--- src/rtl/carry_event_counter.sv ---
// Counts rising edges of an upstream 4-bit counter's carry, with a threshold alarm,
// a sticky wrap flag and a capture/acknowledge snapshot of {ovf_count, cnt_in}.
module carry_event_counter #(
  parameter int unsigned OVF_W = 8
) (
  input  logic             clock,
  input  logic             clear,
  input  logic [0:3]       cnt_in,
  input  logic             carry_in,
  input  logic             enable,
  input  logic             thr_load,
  input  logic [0:OVF_W-1] thr_in,
  input  logic             capture,
  input  logic             ack,
  output logic [0:OVF_W-1] ovf_count,
  output logic [0:OVF_W+3] snap,
  output logic             snap_valid,
  output logic             alarm,
  output logic             ovf_wrap
);

  localparam int unsigned CNT_W  = 4;
  localparam int unsigned SNAP_W = OVF_W + CNT_W;
  localparam logic [OVF_W-1:0] OVF_MAX = '1;

  typedef enum logic {
    S_IDLE = 1'b0,
    S_HOLD = 1'b1
  } state_t;

  state_t r_state;
  state_t w_state_nxt;
  logic   w_snap_load;

  logic [CNT_W-1:0]  w_cnt;
  logic [OVF_W-1:0]  w_thr;
  logic [OVF_W-1:0]  r_ovf;
  logic [OVF_W-1:0]  r_thr;
  logic [OVF_W-1:0]  w_ovf_inc;
  logic [SNAP_W-1:0] r_snap;
  logic              r_carry_d;
  logic              r_alarm;
  logic              r_wrap;
  logic              r_snap_valid;
  logic              w_event;

  // Ascending-range ports carry the LSB at index 0; map them onto numeric vectors.
  always_comb begin
    for (int i = 0; i < CNT_W; i++) w_cnt[i] = cnt_in[i];
    for (int i = 0; i < OVF_W; i++) w_thr[i] = thr_in[i];
    for (int i = 0; i < OVF_W; i++) ovf_count[i] = r_ovf[i];
    for (int i = 0; i < SNAP_W; i++) snap[i] = r_snap[i];
  end

  assign snap_valid = r_snap_valid;
  assign alarm      = r_alarm;
  assign ovf_wrap   = r_wrap;

  assign w_event   = carry_in & ~r_carry_d & enable;
  assign w_ovf_inc = r_ovf + OVF_W'(1);

  // Event counter, threshold alarm and wrap flag.
  always_ff @(posedge clock) begin
    if (clear) begin
      r_carry_d <= 1'b0;
      r_ovf     <= '0;
      r_thr     <= '0;
      r_alarm   <= 1'b0;
      r_wrap    <= 1'b0;
    end else begin
      r_carry_d <= carry_in;
      if (w_event) begin
        r_ovf <= w_ovf_inc;
        if (r_ovf == OVF_MAX) r_wrap <= 1'b1;
      end
      if (thr_load) begin
        r_thr   <= w_thr;
        r_alarm <= 1'b0;
      end else if (w_event && (r_thr != '0) && (w_ovf_inc == r_thr)) begin
        r_alarm <= 1'b1;
      end
    end
  end

  // Capture FSM state and snapshot registers.
  always_ff @(posedge clock) begin
    if (clear) begin
      r_state      <= S_IDLE;
      r_snap_valid <= 1'b0;
      r_snap       <= '0;
    end else begin
      r_state      <= w_state_nxt;
      r_snap_valid <= (w_state_nxt == S_HOLD);
      if (w_snap_load) r_snap <= {r_ovf, w_cnt};
    end
  end

  // Capture only from IDLE; ack releases HOLD even when capture is also high.
  always_comb begin
    w_state_nxt = r_state;
    w_snap_load = 1'b0;
    case (r_state)
      S_IDLE: begin
        if (capture) begin
          w_state_nxt = S_HOLD;
          w_snap_load = 1'b1;
        end
      end
      S_HOLD: begin
        if (ack) w_state_nxt = S_IDLE;
      end
      default: w_state_nxt = S_IDLE;
    endcase
  end

endmodule

--- config.mk ---
export PLATFORM = sky130hd
export DESIGN_NAME = carry_event_counter
export DESIGN_NICKNAME = d
export VERILOG_FILES = /design/src/rtl/carry_event_counter.sv
export SDC_FILE = /design/constraint.sdc
export NUM_CORES = 1
export LEC_CHECK = 0
export ABC_CLOCK_PERIOD_IN_PS = 1700
export CAP_MARGIN = 25
export CORE_UTILIZATION = 47
export DETAILED_ROUTE_END_ITERATION = 8
export PLACE_DENSITY = 0.88
export SLEW_MARGIN = 20
export SYNTH_ARGS = -nofsm -noshare
export SYNTH_HDL_FRONTEND = slang
export SYNTH_SLANG_ARGS = --single-unit
export TNS_END_PERCENT = 1
--- constraint.sdc ---
create_clock -name clock -period 1.7 [get_ports clock]
set_input_delay 0.34 -clock clock [delete_from_list [all_inputs] [get_ports clock]]
set_output_delay 0.34 -clock clock [all_outputs]
set_load 0.03 [all_outputs]
==> flow_metrics.env, run 1 <==
export IMPL_cp_max_fo=8
export IMPL_whs_path_depth=2
export IMPL_synth_top_flop_cell="dfxtp_1"
export IMPL_max_freq_ghz=0.6322
export IMPL_path_cells="dlygate4sd2_1"
export IMPL_path_buf_inv=1
export IMPL_layout_common_cells="nand2_1 (36), dfxtp_1 (30), nor2_1 (20), dlygate4sd2_1 (19)"
export IMPL_worstPathRequired_ps=1360
export IMPL_rsz0062_at_grt="no"
export IMPL_grt_pass1_wl_mm=5.878
export IMPL_fp_dieW_microns=58.69
export IMPL_max_slew_margin_pct=69.22
export IMPL_syn_nets=199
export IMPL_ir_drop_mv=0.5640
export IMPL_overflow=0
export IMPL_fin_crit_sh_pct=93.04
export IMPL_remaining_drc_errors=0
export IMPL_grtUsageMet3_pct=5.495
export IMPL_netlist_area_sq_um=1510
export IMPL_skew_ps=9.010
export IMPL_rows=20
export IMPL_setup_viol=0
export IMPL_synth_top_area_share_pct=42.42
export IMPL_final_max_slew_viol_count=0
export IMPL_drive_gt1_share_pct=14.35
export IMPL_rr_endpoint="alarm"
export IMPL_drtPass1Iterations=4
export IMPL_cts_made_buffers=5
export IMPL_startpoint_type="flip-flop"
export IMPL_gr_max_usage_layer="met2"
export IMPL_synthArstFlopShare_pct=0
export IMPL_cts_sinks=32
export IMPL_rrSetupSlack_ps=130
export IMPL_cts_tree="built"
export IMPL_dp_hpwl_mm=2.530
export IMPL_first_iter_violations=44
export IMPL_clock_latency_ps=340
export IMPL_clockBufferDepth=2
export IMPL_synth_seq_cells=32
export IMPL_r2r_start="r_ovf[1]"
export IMPL_track_usage_pct=23.11
export IMPL_cts_setup_buffers=0
export IMPL_cts_root_buf="clkbuf_4"
export IMPL_nFillCells=267
export IMPL_arrival_ps=1240
export IMPL_syn_area_per_cell_sq_um=8.437
export IMPL_syn2layout_area_growth_pct=38.03
export IMPL_tns_ps=0
export IMPL_grtUsageMet1_pct=26.76
export IMPL_p_leak_nw=0.9134
export IMPL_layout_nets=249
export IMPL_synth_cell_types=38
export IMPL_coreArea_sq_um=3053
export IMPL_hold_buffers=0
export IMPL_period_minus_slack_ps=1582
export IMPL_final_common_cell="nand2_1"
export IMPL_min_to="r_snap[3]"
export IMPL_synth_edf_count=0
export IMPL_worst_slew_pin_slew_ps=461.8
export IMPL_worst_path_dominant_cell_family="flip-flops"
export IMPL_multi_input_area_sq_um=808.3
export IMPL_regArea_sq_um=643.1
export IMPL_wl_per_cell_microns=12.85
export IMPL_powerDensity_nw_per_um2=756.6
export IMPL_critPathCaptureType="primary output"
export IMPL_wl_mm=3.521
export IMPL_slowest_delay_ps=470
export IMPL_r2r_cells=6
export IMPL_synth_seq_area_share_pct=42.42
export IMPL_ant_nets=0
export IMPL_ios=42
export IMPL_gp_congestion=0.8443
export IMPL_hold_viol_final=0
export IMPL_drv_cap=0
export IMPL_status="finished clean"
export IMPL_drt_vias_per_instance=5.281
export IMPL_yosysTopAreaCell="dfxtp_1"
export IMPL_portBuffers=41
export IMPL_stdcell_count=274
export IMPL_fp_dieH_microns=58.69
export IMPL_dieArea_sq_um=3444
export IMPL_hp_class="reg -> reg"
export IMPL_clkSlewWorstSetupHoldPaths_ps=100
export IMPL_slowest_stage="dfxtp_1"
export IMPL_initial_core_util_pct=49.47
export IMPL_yosys_warnings=0
export IMPL_crit_type="reg -> out"
export IMPL_dpl_cell_count=266
export IMPL_synth_area_leaders="dfxtp_1 (42%), nand2_1 (8.9%), a21oi_1 (6.0%)"
export IMPL_grt_util_met2_pct=38.42
export IMPL_antenna_cells=0
export IMPL_grt_max_degree=32
export IMPL_vias=1447
export IMPL_ctsHtreeMaxLevel=2
export IMPL_grt_pass1_vias=1346
export IMPL_hp_start="r_snap[3]"
export IMPL_grt_antenna_before_repair=0
export IMPL_postSynthCellCount=179
==> repair_timing <==
item                                    4_1_cts  5_1_grt
endpoints found under the setup margin       19        5
resized for setup                            19        5
hold endpoints to repair                      0        0
==> area by class of cell <==
cell class,instances,share of cell area [%]
Timing Repair Buffer,54,23.71
Inverter,2,0.3601
Clock buffer,6,1.981
Clock inverter,2,1.681
Multi-Input combinational cell,134,38.78
Tap cell,44,2.641
Sequential cell,32,30.85
==> where the power goes <==
part	switching, mW	internal (mW)	total, mW
clock	0.265	0.308	0.573
sequential	0.0225	0.774	0.796
combinational	0.103	0.105	0.208
total	0.390	1.19	1.58
==> per-layer routing <==
layer | vias to the layer above | part of all wire (%)
li1 | 708 | -
met1 | 672 | 41
met2 | 57 | 50
met3 | 10 | 5.8
met4 | 0 | 2.8
met5 | - | 0
==> how the worst max path moves through the flow <==
stage	start	to	slack (ps)	depth (start not counted)
after detailed placement	carry_in	alarm	-110	7
final	r_ovf[3]	ovf_count[3]	120	1
after global routing	r_ovf[1]	alarm	60	6
after CTS	r_snap[0]	snap[0]	0.5	1
after global placement	carry_in	r_ovf[3]	-50	5
after floorplan	r_ovf[0]	alarm	80	6
==> stage by stage <==
stage               hold WS, ps  utilization [%]  instance area, sq um  total power [mW]  setup slack, ps
finish                    456.3            68.28                  2085             1.577            118.3
floorplan                 411.6                -                  1513            0.9288            82.80
global route              475.2            68.28                  2085             1.641            58.13
global placement          442.7            66.15                  2019             1.022           -46.71
detailed placement        445.7            66.15                  2019             1.028           -105.4
CTS                       459.1            67.87                  2072             1.587           0.5437
==> cell families after synthesis <==
kind of cell    after synthesis  share of synthesized area (%)
mux                           8                          5.303
xor+xnor                     12                          7.457
compound gates               31                          12.92
simple gates                 82                          26.84
flops                        32                          42.42
fa+ha+maj                     1                         0.8284
buf+inv                      13                          4.225
==> cells in the mapped netlist (all sizes together) (3+ instances only) <==
| cell | count |
|---|---|
| a21oi | 18 |
| buf | 5 |
| clkbuf | 6 |
| dfxtp | 32 |
| mux2i | 8 |
| nand2 | 36 |
| nand2b | 5 |
| nand3 | 4 |
| nand4 | 3 |
| nor2 | 20 |
| nor4 | 4 |
| o21ai | 5 |
| xnor2 | 7 |
| xor2 | 5 |
==> registers in the layout, indices dropped and copies added (netlist names) <==
| register | flops |
|---|---|
| ovf_wrap | 1 |
| snap_valid | 1 |
| r_ovf | 8 |
| r_carry_d | 1 |
| r_thr | 8 |
| r_snap | 12 |
| alarm | 1 |
Power figures use the tool's default switching activity.
==> run 2, diff against run 1 <==
Settings changed: CTS_CLUSTER_SIZE from default to 14, PLACE_DENSITY 0.88 to default, PLACE_DENSITY_LB_ADDON from default to 0.05, SLEW_MARGIN 20 to 10.
==> run 2 against run 1 <==
  * Routed wire length fell by 0.71%
  * Utilization rose by 1.6 points
  * Register-to-register slack about the same
  * First-iteration DRC count decreased by 9.1%
  * Clock skew up 0.53 ps
  * Combinational power up 2%
  * Sequential power hardly changed
  * Sequential share of layout area decreased by 0.71 points
  * Global-route usage is 0.58 points lower
  * Critical path depth up 5
  * Die area unchanged
  * Critical endpoint is now alarm
  * Highest routed layer unchanged
==> flow_metrics.env, run 2 (synthesis gave the netlist of run 1 again) <==
export IMPL_status="finished clean"
export IMPL_drt_vias_per_instance=5.095
export IMPL_ant_nets=0
export IMPL_setup_viol=0
export IMPL_pre_cts_ws_ps=-133.3
export IMPL_layout_common_cells="nand2_1 (36), dfxtp_1 (30), nor2_1 (20), a21oi_1 (18), clkdlybuf4s50_1 (18)"
export IMPL_grt_pass1_vias=1376
export IMPL_max_freq_ghz=0.6360
export IMPL_r2r_start="r_ovf[0]"
export IMPL_hp_start="r_snap[7]"
export IMPL_whs_path_depth=2
export IMPL_cts_tree="built"
export IMPL_reg_top3="r_snap (12), r_ovf (8), r_thr (8)"
export IMPL_hold_viol_final=0
export IMPL_critPathCaptureType="flip-flop"
export IMPL_setup_ws_ps=127.6
export IMPL_skew_ps=9.543
export IMPL_worst_slew_pin_slew_ps=459.4
export IMPL_startpoint_type="flip-flop"
export IMPL_largest_reg_flops=12
export IMPL_first_iter_violations=40
export IMPL_p_leak_nw=1.075
export IMPL_coreArea_sq_um=3053
export IMPL_period_minus_slack_ps=1572
export IMPL_hp_class="reg -> reg"
export IMPL_dp_hpwl_mm=2.538
export IMPL_syn2layout_area_growth_pct=41.26
export IMPL_wl_mm=3.496
export IMPL_portBuffers=41
export IMPL_fp_dieH_microns=58.69
export IMPL_worstPathRequired_ps=1970
export IMPL_path_cells="ha_2 -> and4_1 -> nand2_1 -> a311oi_2 -> nand4_1 -> o21ai_1"
export IMPL_nFillCells=268
export IMPL_ios=42
export IMPL_grt_pass1_wl_mm=5.809
export IMPL_rr_endpoint="alarm"
export IMPL_wl_per_cell_microns=12.76
export IMPL_powerDensity_nw_per_um2=742.8
export IMPL_vias=1396
export IMPL_rrSetupSlack_ps=130
export IMPL_rsz0062_at_grt="no"
export IMPL_r2r_cells=6
export IMPL_drtPass1Iterations=4
export IMPL_tns_ps=0
export IMPL_regArea_sq_um=643.1
export IMPL_cts_made_buffers=5
export IMPL_layout_nets=249
export IMPL_crit_type="reg -> reg"
export IMPL_final_common_cell="nand2_1"
export IMPL_dieArea_sq_um=3444
export IMPL_antenna_cells=0
export IMPL_grt_max_degree=32
export IMPL_rows=20
export IMPL_clockBufferDepth=2
export IMPL_initial_core_util_pct=49.47
export IMPL_clkSlewWorstSetupHoldPaths_ps=110
export IMPL_largest_register="r_snap"
export IMPL_arrival_ps=1840
export IMPL_fp_dieW_microns=58.69
export IMPL_drv_cap=0
export IMPL_cp_max_fo=8
export IMPL_hold_slack_ps=461.6
export IMPL_multi_input_area_sq_um=808.3
export IMPL_ctsHtreeMaxLevel=2
export IMPL_clock_latency_ps=330
export IMPL_max_slew_margin_pct=69.37
export IMPL_track_usage_pct=22.53
export IMPL_final_max_slew_viol_count=0
export IMPL_remaining_drc_errors=0
export IMPL_totalPowerFinal_mw=1.585
export IMPL_slowest_delay_ps=350
export IMPL_grt_antenna_before_repair=0
export IMPL_ir_drop_mv=0.4144
export IMPL_cts_root_buf="clkbuf_4"
export IMPL_fin_util_pct=69.88
export IMPL_cts_setup_buffers=0
export IMPL_min_to="r_snap[7]"
export IMPL_fin_crit_sh_pct=92.50
export IMPL_overflow=0
export IMPL_slowest_stage="dfxtp_2"
export IMPL_gp_congestion=0.8945
export IMPL_cts_sinks=32
export IMPL_drive_gt1_share_pct=14.78
==> run 2: cell count changes in the layout (fill, tap and decap cells not counted), sizes merged <==
cell,before,now
dlygate4sd2,19,7
clkinvlp,0,1
dlymetal6s2s,4,16
clkbuf,6,5
==> run 2: what timing repair did <==
action / in CTS / in global routing
gates resized for setup: 7 / 17
endpoints found under the setup margin: 7 / 17
hold buffers: 0 / 0
==> run 2: per-stage QoR <==
step / area, sq um / std cells
2_1_floorplan: 1513 / 179
3_3_place_gp: 2019 / 266
3_5_place_dp: 2019 / 266
4_1_cts: 2091 / 274
5_1_grt: 2133 / 274
6_report: 2133 / 274
==> run 2: power breakdown <==
part | total, mW | switching, mW | internal, mW
combinational | 0.213 | 0.106 | 0.107
sequential | 0.796 | 0.0224 | 0.774
clock | 0.575 | 0.269 | 0.306
==> run 2: worst max-delay path by stage <==
stage / start / end / slack (ps) / cells after the start
finish: r_ovf[0] / alarm / 130 / 6
global route: r_ovf[0] / alarm / 30 / 6
CTS: r_ovf[5] / ovf_count[5] / 0.6 / 1
detailed placement: carry_in / alarm / -130 / 7
global placement: carry_in / r_ovf[3] / -90 / 5
floorplan: r_ovf[0] / alarm / 80 / 6
==> run 2: worst max-delay path: cells and delay by family, from the launching register on <==
family | cells | cell delay [ps]
flops | 1 | 350
compound gates | 2 | 430
fa+ha+maj | 1 | 250
simple gates | 3 | 480
==> run 2: layer usage <==
| metal | routed length, microns | global-route usage, % |
|---|---|---|
| met1 | 1555 | 26.55 |
| met2 | 1715 | 38.92 |
| met3 | 157 | 4.835 |
| met4 | 68 | 10.88 |
| met5 | 0 | 0 |
==> run 2: cell type report <==
class                      count  area share [%]
clock buffer                   5           1.760
inverter                       2          0.3519
tap                           44           2.581
sequential                    32           30.15
multi-input combinational    134           37.89
clock inverter                 3           1.994
timing repair buffer          54           25.28
